### src/rtl/vga_timing_gen.sv
// Parametrised VGA raster timing generator: pixel-rate divider, h/v position counters,
// and a registered, mutually aligned output stage (syncs, active flag, strobes, frame count).
module vga_timing_gen #(
  parameter int H_ACTIVE = 640,
  parameter int H_FP     = 16,
  parameter int H_SYNC   = 96,
  parameter int H_BP     = 48,
  parameter int V_ACTIVE = 480,
  parameter int V_FP     = 10,
  parameter int V_SYNC   = 2,
  parameter int V_BP     = 33,
  parameter int H_POL    = 0,
  parameter int V_POL    = 0,
  parameter int CLK_DIV  = 4,
  parameter int CW       = 10,
  parameter int FRAME_W  = 8
) (
  input  logic               vga_clk,
  input  logic               reset,
  input  logic               enable,
  output logic [CW-1:0]      xcount,
  output logic [CW-1:0]      ycount,
  output logic               displayArea,
  output logic               vga_hsync,
  output logic               vga_vsync,
  output logic               line_start,
  output logic               frame_start,
  output logic [FRAME_W-1:0] frame_count
);

  localparam int H_TOTAL = H_ACTIVE + H_FP + H_SYNC + H_BP;
  localparam int V_TOTAL = V_ACTIVE + V_FP + V_SYNC + V_BP;
  localparam int DW      = (CLK_DIV > 1) ? $clog2(CLK_DIV) : 1;

  localparam logic [DW-1:0] DIV_LAST = DW'(CLK_DIV - 1);
  localparam logic [CW-1:0] H_LAST   = CW'(H_TOTAL - 1);
  localparam logic [CW-1:0] V_LAST   = CW'(V_TOTAL - 1);
  localparam logic          HS_ON    = (H_POL != 0);
  localparam logic          VS_ON    = (V_POL != 0);

  // Half-open window test done in int so an end bound equal to 2^CW still compares correctly.
  function automatic logic in_window(input int pos, input int lo, input int hi);
    return (pos >= lo) && (pos < hi);
  endfunction

  logic [DW-1:0] div_cnt;
  logic          pix_tick;
  logic [CW-1:0] h_cnt_p0;
  logic [CW-1:0] v_cnt_p0;
  logic          h_wrap_p0;
  logic          v_wrap_p0;

  assign pix_tick = enable && (div_cnt == DIV_LAST);

  // Stage p0: divider and raster position; wrap flags mark the edge a counter returned to 0.
  always_ff @(posedge vga_clk or posedge reset) begin
    if (reset) begin
      div_cnt   <= '0;
      h_cnt_p0  <= '0;
      v_cnt_p0  <= '0;
      h_wrap_p0 <= 1'b0;
      v_wrap_p0 <= 1'b0;
    end else begin
      h_wrap_p0 <= 1'b0;
      v_wrap_p0 <= 1'b0;
      if (enable) begin
        div_cnt <= pix_tick ? '0 : div_cnt + 1'b1;
      end
      if (pix_tick) begin
        if (h_cnt_p0 == H_LAST) begin
          h_cnt_p0  <= '0;
          h_wrap_p0 <= 1'b1;
          if (v_cnt_p0 == V_LAST) begin
            v_cnt_p0  <= '0;
            v_wrap_p0 <= 1'b1;
          end else begin
            v_cnt_p0 <= v_cnt_p0 + 1'b1;
          end
        end else begin
          h_cnt_p0 <= h_cnt_p0 + 1'b1;
        end
      end
    end
  end

  // Stage p1: every output registered from the same p0 state, so all are mutually aligned.
  always_ff @(posedge vga_clk or posedge reset) begin
    if (reset) begin
      xcount      <= '0;
      ycount      <= '0;
      displayArea <= 1'b0;
      vga_hsync   <= ~HS_ON;
      vga_vsync   <= ~VS_ON;
      line_start  <= 1'b0;
      frame_start <= 1'b0;
      frame_count <= '0;
    end else begin
      xcount      <= h_cnt_p0;
      ycount      <= v_cnt_p0;
      displayArea <= in_window(int'(h_cnt_p0), 0, H_ACTIVE) &&
                     in_window(int'(v_cnt_p0), 0, V_ACTIVE);
      vga_hsync   <= in_window(int'(h_cnt_p0), H_ACTIVE + H_FP, H_ACTIVE + H_FP + H_SYNC)
                     ? HS_ON : ~HS_ON;
      vga_vsync   <= in_window(int'(v_cnt_p0), V_ACTIVE + V_FP, V_ACTIVE + V_FP + V_SYNC)
                     ? VS_ON : ~VS_ON;
      line_start  <= h_wrap_p0;
      frame_start <= v_wrap_p0;
      if (v_wrap_p0) begin
        frame_count <= frame_count + 1'b1;
      end
    end
  end

endmodule
### config.mk
export PLATFORM = sky130hd
export DESIGN_NAME = vga_timing_gen
export DESIGN_NICKNAME = d
export VERILOG_FILES = /design/src/rtl/vga_timing_gen.sv
export SDC_FILE = /design/constraint.sdc
export NUM_CORES = 1
export LEC_CHECK = 0
export CAP_MARGIN = 30
export CORE_MARGIN = 1
export CORE_UTILIZATION = 47
export DETAILED_ROUTE_END_ITERATION = 10
export GPL_TIMING_DRIVEN = 1
export HOLD_SLACK_MARGIN = 0.02
export PLACE_DENSITY = 0.74
export SYNTH_ARGS = -nofsm -noshare
export SYNTH_HDL_FRONTEND = slang
export SYNTH_SLANG_ARGS = --single-unit
### constraint.sdc
create_clock -name vga_clk -period 2.1 [get_ports vga_clk]
set_input_delay 0.63 -clock vga_clk [delete_from_list [all_inputs] [get_ports vga_clk]]
set_output_delay 0.63 -clock vga_clk [all_outputs]
set_load 0.02 [all_outputs]
## Word level (Yosys, flattened, before mapping)

Index checks and enable logic that the tools add are counted.

| word-level totals | value |
|---|---|
| output and inout bits | 33 |
| bits of input ports | 3 |
| bits in latches | 0 |
| flip-flop bits (word level) | 57 |
| bits in writable memories | 0 |
| memories kept | 0 |
| memory bits (read-only) | 0 |
| logic and storage cells | 41 |

| operators by class | value |
|---|---|
| mux-type cells | 10 |
| add/sub/neg operators | 4 |
| shift operators | 0 |
| reductions and logical operators | 5 |
| bitwise operators | 0 |
| magnitude comparators | 6 |
| div/mod/pow operators | 0 |
| multipliers | 0 |
| equality and inequality tests | 3 |

Operator list:

| cell | number |
|---|---|
| adder 10 x 1 -> 10 bit, second input constant | 2 |
| equality test 10 bit, second input constant | 2 |
| < comparator 10 bit, second input constant | 2 |
| < comparator 10 x 9 -> 1 bit, second input constant | 2 |
| two-way mux 10 bit | 2 |
| greater-or-equal comparator 10 bit, second input constant | 1 |
| greater-or-equal comparator 10 x 9 -> 1 bit, second input constant | 1 |
| adder 8 x 1 -> 8 bit, second input constant | 1 |
| two-way mux 1 bit | 7 |
| logical AND 1 bit | 4 |
| adder 2 x 1 -> 2 bit, second input constant | 1 |
| equality test 2 bit, second input constant | 1 |
| two-way mux 2 bit | 1 |
| AND reduction 2 bit | 1 |

## Logic depth before layout (Yosys ltp)

Gate-level depths: netlist (run 1).

| depth | value |
|---|---|
| depth after elaboration | 4 |
| gate-level depth with buffers | 6 |
| depth with buffers taken out | 6 |

## Worst setup path after synthesis (run 1)

OpenSTA, ideal clock, no wires.

| timing | value |
|---|---|
| kind | flip-flop to flip-flop |
| start | register h_cnt_p0[6] |
| end | register h_cnt_p0[9] |
| period minus slack after synthesis | 1.896 ns |
| library setup time | 0.131 ns |
| required time | 1.969 ns |
| arrival time | 1.765 ns |
| cell stages (with the launch flop) | 6 |
| setup slack | 0.204 ns |
| buffers on the path | 1 |
| path through | dfrtp_1 or2_4 or4_4 buf_6 o211a_1 or3_1 |

| between the ends | value |
|---|---|
| word-level cells in the longest chain between the ends | 2 |
| elaborated cells on any way between the ends | 3 |
| those cells by class | add/sub (1); eq/ne (1); mux (1) |

Ends and longest elaborated chain:

| what | line | RTL |
|---|---|---|
| from (decl) | 48 | `logic [CW-1:0] h_cnt_p0;` |
| from (signal assigned) | 80 | `h_cnt_p0 <= h_cnt_p0 + 1'b1;` |
| adder 10 x 1 -> 10 bit or equality test 10 bit (tied branches) | 80, 70 |  |
| two-way mux 10 bit (*) | 70 | `if (h_cnt_p0 == H_LAST) begin` |

Mark *: on every way between the ends. The rest lies on a longest branch, timed or not.
A chain may end at the register's enable or synchronous reset.

## Final worst setup path (run 1)

| timing | value |
|---|---|
| start | register vga_hsync |
| end | output port vga_hsync |

RTL lines:

| what | line | RTL |
|---|---|---|
| from (decl) | 24 | `output logic vga_hsync,` |
| from (signal assigned) | 92 | `vga_hsync <= ~HS_ON;` |
| from (signal assigned) | 102 | `vga_hsync <= in_window(int'(h_cnt_p0), H_ACTIVE + H_FP, H_ACTIVE + H_FP + H_SYNC)` |

No word-level cell between the ends.

==> results.yml, run 1 <==
cts:
  clockBufferDepth: 2
  clock_latency_ns: 0.33
  cts_htree_levels: 3
  postCtsHoldBufs: 0
  clock-sinks: 57
  cts_setup_buffers: 0
  cts_resized: 0
  cts_tree: "yes"
  clockRootBuffer: "clkbuf_8"
  clk_pin_slew_ns: 0.06
  cts_buffers: 9
place:
  place_congestion: 0.8279
  pre_cts_ws_ns: -0.2396
  hpwlAfterDp_um: 2821
  port_buffers: 35
  dpl.cell_count: 270
global_route:
  antenna_found_initial: 0
  use_met2_pct: 28.99
  grt_max_degree: 58
  grtUsageMet1_pct: 22.44
  grtUsageMet3_pct: 4.185
  grt_pass1_vias: 1527
  grt_pass1_wl_um: 6962
  track_usage_pct: 18.58
  gr-max-usage-layer: "met2"
  grt-ovfl-total: 0
cells_and_area:
  mostFrequentLayoutCells: "55 x dfrtp_1, 35 x clkdlybuf4s50_1, 12 x nand2_1, 12 x nand3_1"
  nets: 238
  areaGrowthSynthToFinish_pct: 32.84
  fin_cells: 286
  layout_commonest_cell: "dfrtp_1"
  layout-drive-gt1-share_pct: 15.81
  diodes: 0
drt:
  ant_nets: 0
  wl_per_cell_um: 14.13
  vias: 1501
  drc: 0
  vias_per_cell: 5.248
  first_pass_iters: 4
  drt_iter0_markers: 97
  wirelength_um: 4041
yosys:
  synth_fa_ha_area_share_pct: 3.409
  synth_area_per_cell_um2: 12.58
  synth_top_family_by_area: "simple AND/OR/NAND/NOR gates"
  netlist_instances: 175
  synth_area_leaders: "dfrtp_1 63%, xor2_1 4.0%, ha_1 3.4%"
  synth_compound_area_share_pct: 4.773
  async_flop_share_pct: 100.0
  syn-num-nets: 184
  yosys.area.top_type_share_pct: 62.50
  synth_top_area_cell: "dfrtp_1"
  synth_mux_area_share_pct: 1.534
  ys.flop_type: "dfrtp_1"
  yosys.area_share.simple_pct: 16.14
  ys_seq_elements: 57
  synth-xor-area-share_pct: 7.159
  synth_edf_count: 0
  seq_area_frac_synth_pct: 64.89
  ys_types: 36
  netlist_area_mm2: 0.002202
  synth_warnings: 0
critical_path:
  start_kind: "register"
  worst_r2r_endpoint: "h_cnt_p0[9]$_DFFE_PP0P_"
  slowest_delay_ns: 0.59
  cp.depth: 1
  critPathRequiredTime_ns: 1.47
  cp-startpoint: "vga_hsync$_DFF_PP1_"
  rrSetupSlack_ns: 0.16
  path_buf_inv: 1
  worstSetupPathType: "reg2out"
  rr_worst_depth: 4
  worst_path_dominant_cell_family: "buffers and inverters"
  crit_slowest_cell: "clkdlybuf4s50_1"
  worstPathArrival_ns: 1.43
  worstReg2RegStart: "h_cnt_p0[6]$_DFFE_PP0P_"
  path_cells: "clkdlybuf4s50_1"
  endpoint_kind: "output pin"
  endpoint: "vga_hsync"
  crit_fanout: 1
timing:
  hold_violations: 0
  finalCriticalPeriod_ns: 2.062
  fin_hold_ws_ns: 0.3591
  fin_ws_ns: 0.03811
  fmax_mhz: 485.0
  rsz0062_at_grt: "false"
  finalSetupViolCount: 0
  tightestPinTransition_ns: 0.2922
  slew_violations: 0
  slew_headroom_pct: 80.24
  skew_ns: 0.005961
  period_share_pct: 98.19
power_and_ir_drop:
  ir_worst_vdd_uv: 606.7
  total_leakage_power_nw: 1.377
  powerDensity_mw_per_mm2: 923.9
  power_mw: 2.703
run:
  cap_viol_max_count: 0
floorplanning:
  io_pins: 36
  start_util_pct: 49.89
  rows: 24
  coreArea_mm2: 0.004414
  die_area_mm2: 0.004963
  die_h_um: 70.45
  die_w_um: 70.45
worst_hold_path:
  hp-class: "reg2reg"
status:
  status: "completed"
## worst register-to-register path, cell delays in order (launching register included)
cell and delay [ns]:
dfrtp_1 0.43, or2_4 0.29, or4_4 0.61, o211a_1 0.14, or3_1 0.34
## cell usage after synthesis (all sizes together), types with 4 or more instances
| cell | number |
|---|---|
| a21oi | 4 |
| nand2 | 12 |
| and2 | 5 |
| nand3 | 12 |
| xor2 | 10 |
| nor2 | 9 |
| inv | 5 |
| xnor2 | 8 |
| nor3 | 5 |
| o21ai | 7 |
| dfrtp | 55 |
| ha | 6 |
| nand4 | 8 |
## metal layers
| metal | part of all wire [%] | wire length, µm |
|---|---|---|
| met2 | 49 | 1961 |
| met4 | 3.2 | 131 |
| met1 | 44 | 1773 |
| met5 | 0 | 0 |
| met3 | 4.3 | 174 |
## worst min-delay path by stage
stage | from | to | cells past startpoint
detailed placement | h_wrap_p0$_DFF_PP0_ | line_start$_DFF_PP0_ | 0
floorplan | h_wrap_p0$_DFF_PP0_ | line_start$_DFF_PP0_ | 0
CTS | h_wrap_p0$_DFF_PP0_ | line_start$_DFF_PP0_ | 0
global placement | h_wrap_p0$_DFF_PP0_ | line_start$_DFF_PP0_ | 0
finish | h_wrap_p0$_DFF_PP0_ | line_start$_DFF_PP0_ | 0
global route | h_wrap_p0$_DFF_PP0_ | line_start$_DFF_PP0_ | 0
## where the power goes
part / internal, mW / total (mW) / switching [mW]
clock network: 0.728 / 1.13 / 0.407
logic: 0.150 / 0.316 / 0.166
registers: 1.19 / 1.25 / 0.0630
## flip-flops by register name, summed over array words and instances (netlist names)
signal	count
ycount	10
line_start	1
frame_count	8
h_wrap_p0	1
frame_start	1
vga_vsync	1
v_wrap_p0	1
h_cnt_p0	10
v_cnt_p0	10
vga_hsync	1
xcount	10
displayArea	1
div_cnt	2
## logic make-up (layout without fill, tap and decap cells)
| logic type | Yosys count | after routing |
|---|---|---|
| xor gates and xnor gates | 18 | 18 |
| and+or+nand+nor | 64 | 64 |
| adders and majority gates | 6 | 6 |
| muxes | 3 | 3 |
| buffers and inverters | 10 | 69 |
| DFF | 57 | 57 |
| AOI/OAI and AO/OA | 17 | 17 |
## stage by stage
| step | instance area [µm²] | utilization, % | TNS, ns |
|---|---|---|---|
| floorplan | 2202 | - | 0 |
| global placement | 2696 | 61.08 | -1.480 |
| detailed placement | 2696 | 61.08 | -1.847 |
| CTS | 2925 | 66.27 | 0 |
| global route | 2925 | 66.27 | 0 |
| finish | 2925 | 66.27 | 0 |
## area by class of cell
type | instances | area (µm²)
clock buffers | 11 | 151.4
well taps | 52 | 65.06
repair buffers | 47 | 452.9
clock inverters | 5 | 77.57
inverters | 6 | 22.52
multi-input cells | 108 | 726.9
fillers | 328 | 1489
flip-flops and latches | 57 | 1429
Note: power is estimated with default switching activity, not from simulation.
==> inputs of run 2 (changes only) <==
Settings changed: ABC_AREA set to 0, CORE_MARGIN 1 to 2.
==> results.yml, run 2 (synthesized netlist as in run 1, its figures left out) <==
drt:
  vias: 1482
  drc: 0
  wl_per_cell_um: 13.28
  wirelength_um: 3810
  ant_nets: 0
  first_pass_iters: 4
  vias_per_cell: 5.164
  drt_iter0_markers: 62
cts:
  postCtsHoldBufs: 0
  cts_htree_levels: 3
  clockRootBuffer: "clkbuf_8"
  clock_latency_ns: 0.32
  cts_setup_buffers: 0
  clk_pin_slew_ns: 0.06
  cts_resized: 0
  cts_buffers: 9
  clock-sinks: 57
  clockBufferDepth: 2
  cts_tree: "yes"
timing:
  period_share_pct: 97.97
  hold_violations: 0
  tightestPinTransition_ns: 0.4315
  skew_ns: 0.006920
  fin_tns_setup_ns: 0
  fmax_mhz: 486.0
  rsz0062_at_grt: "false"
  slew_violations: 0
  slew_headroom_pct: 71.19
  finalCriticalPeriod_ns: 2.057
  finalSetupViolCount: 0
cells_and_area:
  areaGrowthSynthToFinish_pct: 32.10
  layout-drive-gt1-share_pct: 15.74
  diodes: 0
  mostFrequentLayoutCells: "55 x dfrtp_1, 35 x clkdlybuf4s50_1, 13 x clkbuf_8"
  nets: 239
  layout_commonest_cell: "dfrtp_1"
critical_path:
  crit_slowest_cell: "clkdlybuf4s50_1"
  worstSetupPathType: "reg2out"
  endpoint_kind: "output pin"
  cp-startpoint: "vga_vsync$_DFF_PP1_"
  slowest_delay_ns: 0.60
  worstReg2RegStart: "h_cnt_p0[9]$_DFFE_PP0P_"
  crit_fanout: 1
  path_cells: "clkdlybuf4s50_1"
  start_kind: "register"
  critPathRequiredTime_ns: 1.47
  worst_path_dominant_cell_family: "buffers and inverters"
  worstPathArrival_ns: 1.43
  path_buf_inv: 1
floorplanning:
  die_area_mm2: 0.005249
  start_util_pct: 49.55
  io_pins: 36
  die_w_um: 72.45
  die_h_um: 72.45
  coreArea_mm2: 0.004444
  rows: 24
power_and_ir_drop:
  ir_worst_vdd_uv: 634.8
  total_leakage_power_nw: 1.375
  powerDensity_mw_per_mm2: 868.2
  power_mw: 2.526
place:
  port_buffers: 35
  hpwlAfterDp_um: 2704
  place_congestion: 0.7810
global_route:
  grt_pass1_wl_um: 6713
  use_met2_pct: 25.28
  track_usage_pct: 17.30
  grt_pass1_vias: 1500
  grtUsageMet3_pct: 5.139
  grt_max_degree: 22
  gr-max-usage-layer: "met2"
  antenna_found_initial: 0
  grtUsageMet1_pct: 21.61
  grt-ovfl-total: 0
worst_hold_path:
  worstHoldStart: "h_wrap_p0$_DFF_PP0_"
  hp-class: "reg2reg"
run:
  cap_viol_max_count: 0
status:
  status: "completed"
## run 2: changes by cell type in the layout (fill, tap and decap cells not counted)
cell	delta
buf_12	+1
bufinv_16	-2
clkbuf_1	+1
clkbuf_8	+2
clkinvlp_4	-1
## run 2: layer usage
metal	part of all wire, %	wire, µm
met2	46	1765
met1	47	1775
met5	0	0
met4	2.5	94
met3	4.6	175
## run 2: where the power goes
group | switching [mW] | internal, mW | leakage (nW)
clock network | 0.399 | 0.554 | 0.102
logic | 0.166 | 0.154 | 0.524
registers | 0.0635 | 1.19 | 0.748
total | 0.628 | 1.90 | 1.37
## run 2: final timing paths
check / endpoint / slack (ns) / cells after the start
setup / recovery: vga_vsync / 0.04 / 1
hold / removal: line_start$_DFF_PP0_ / 0.36 / 0
setup reg to reg: v_cnt_p0[9]$_DFFE_PP0P_ / 0.22 / 4
hold reg to reg: line_start$_DFF_PP0_ / 0.36 / 0
max in group asynchronous: vga_hsync$_DFF_PP1_ / 0.96 / 3
min in group asynchronous: frame_count[0]$_DFFE_PP0P_ / 0.63 / 2
## run 2: metrics by stage
step | hold WS, ns | cell area (µm²) | cells | worst slack (ns) | util [%]
final | 0.3594 | 2909 | 287 | 0.04256 | 65.46
after CTS | 0.3590 | 2909 | 287 | 0.01398 | 65.46
after global placement | 0.3374 | 2716 | 271 | -0.2278 | 61.12
after global routing | 0.3677 | 2909 | 287 | 0.005500 | 65.46
after floorplan | 0.3312 | 2202 | 175 | 0.07367 | -
after detailed placement | 0.3498 | 2716 | 271 | -0.2670 | 61.12
## run 2: layout make-up
cell class,instances,area [µm²]
Fill cell,367,1535
Sequential cell,57,1429
Multi-Input combinational cell,108,726.9
Timing Repair Buffer,48,473.0
Clock buffer,14,182.7
Tap cell,52,65.06
Inverter,6,22.52
Clock inverter,2,10.01
==> inputs of run 3 (changes only) <==
Settings changed: SKIP_LAST_GASP set to 1.
==> results of run 3 <==
No change in the layout: final DEF, timing and power equal those of run 2.
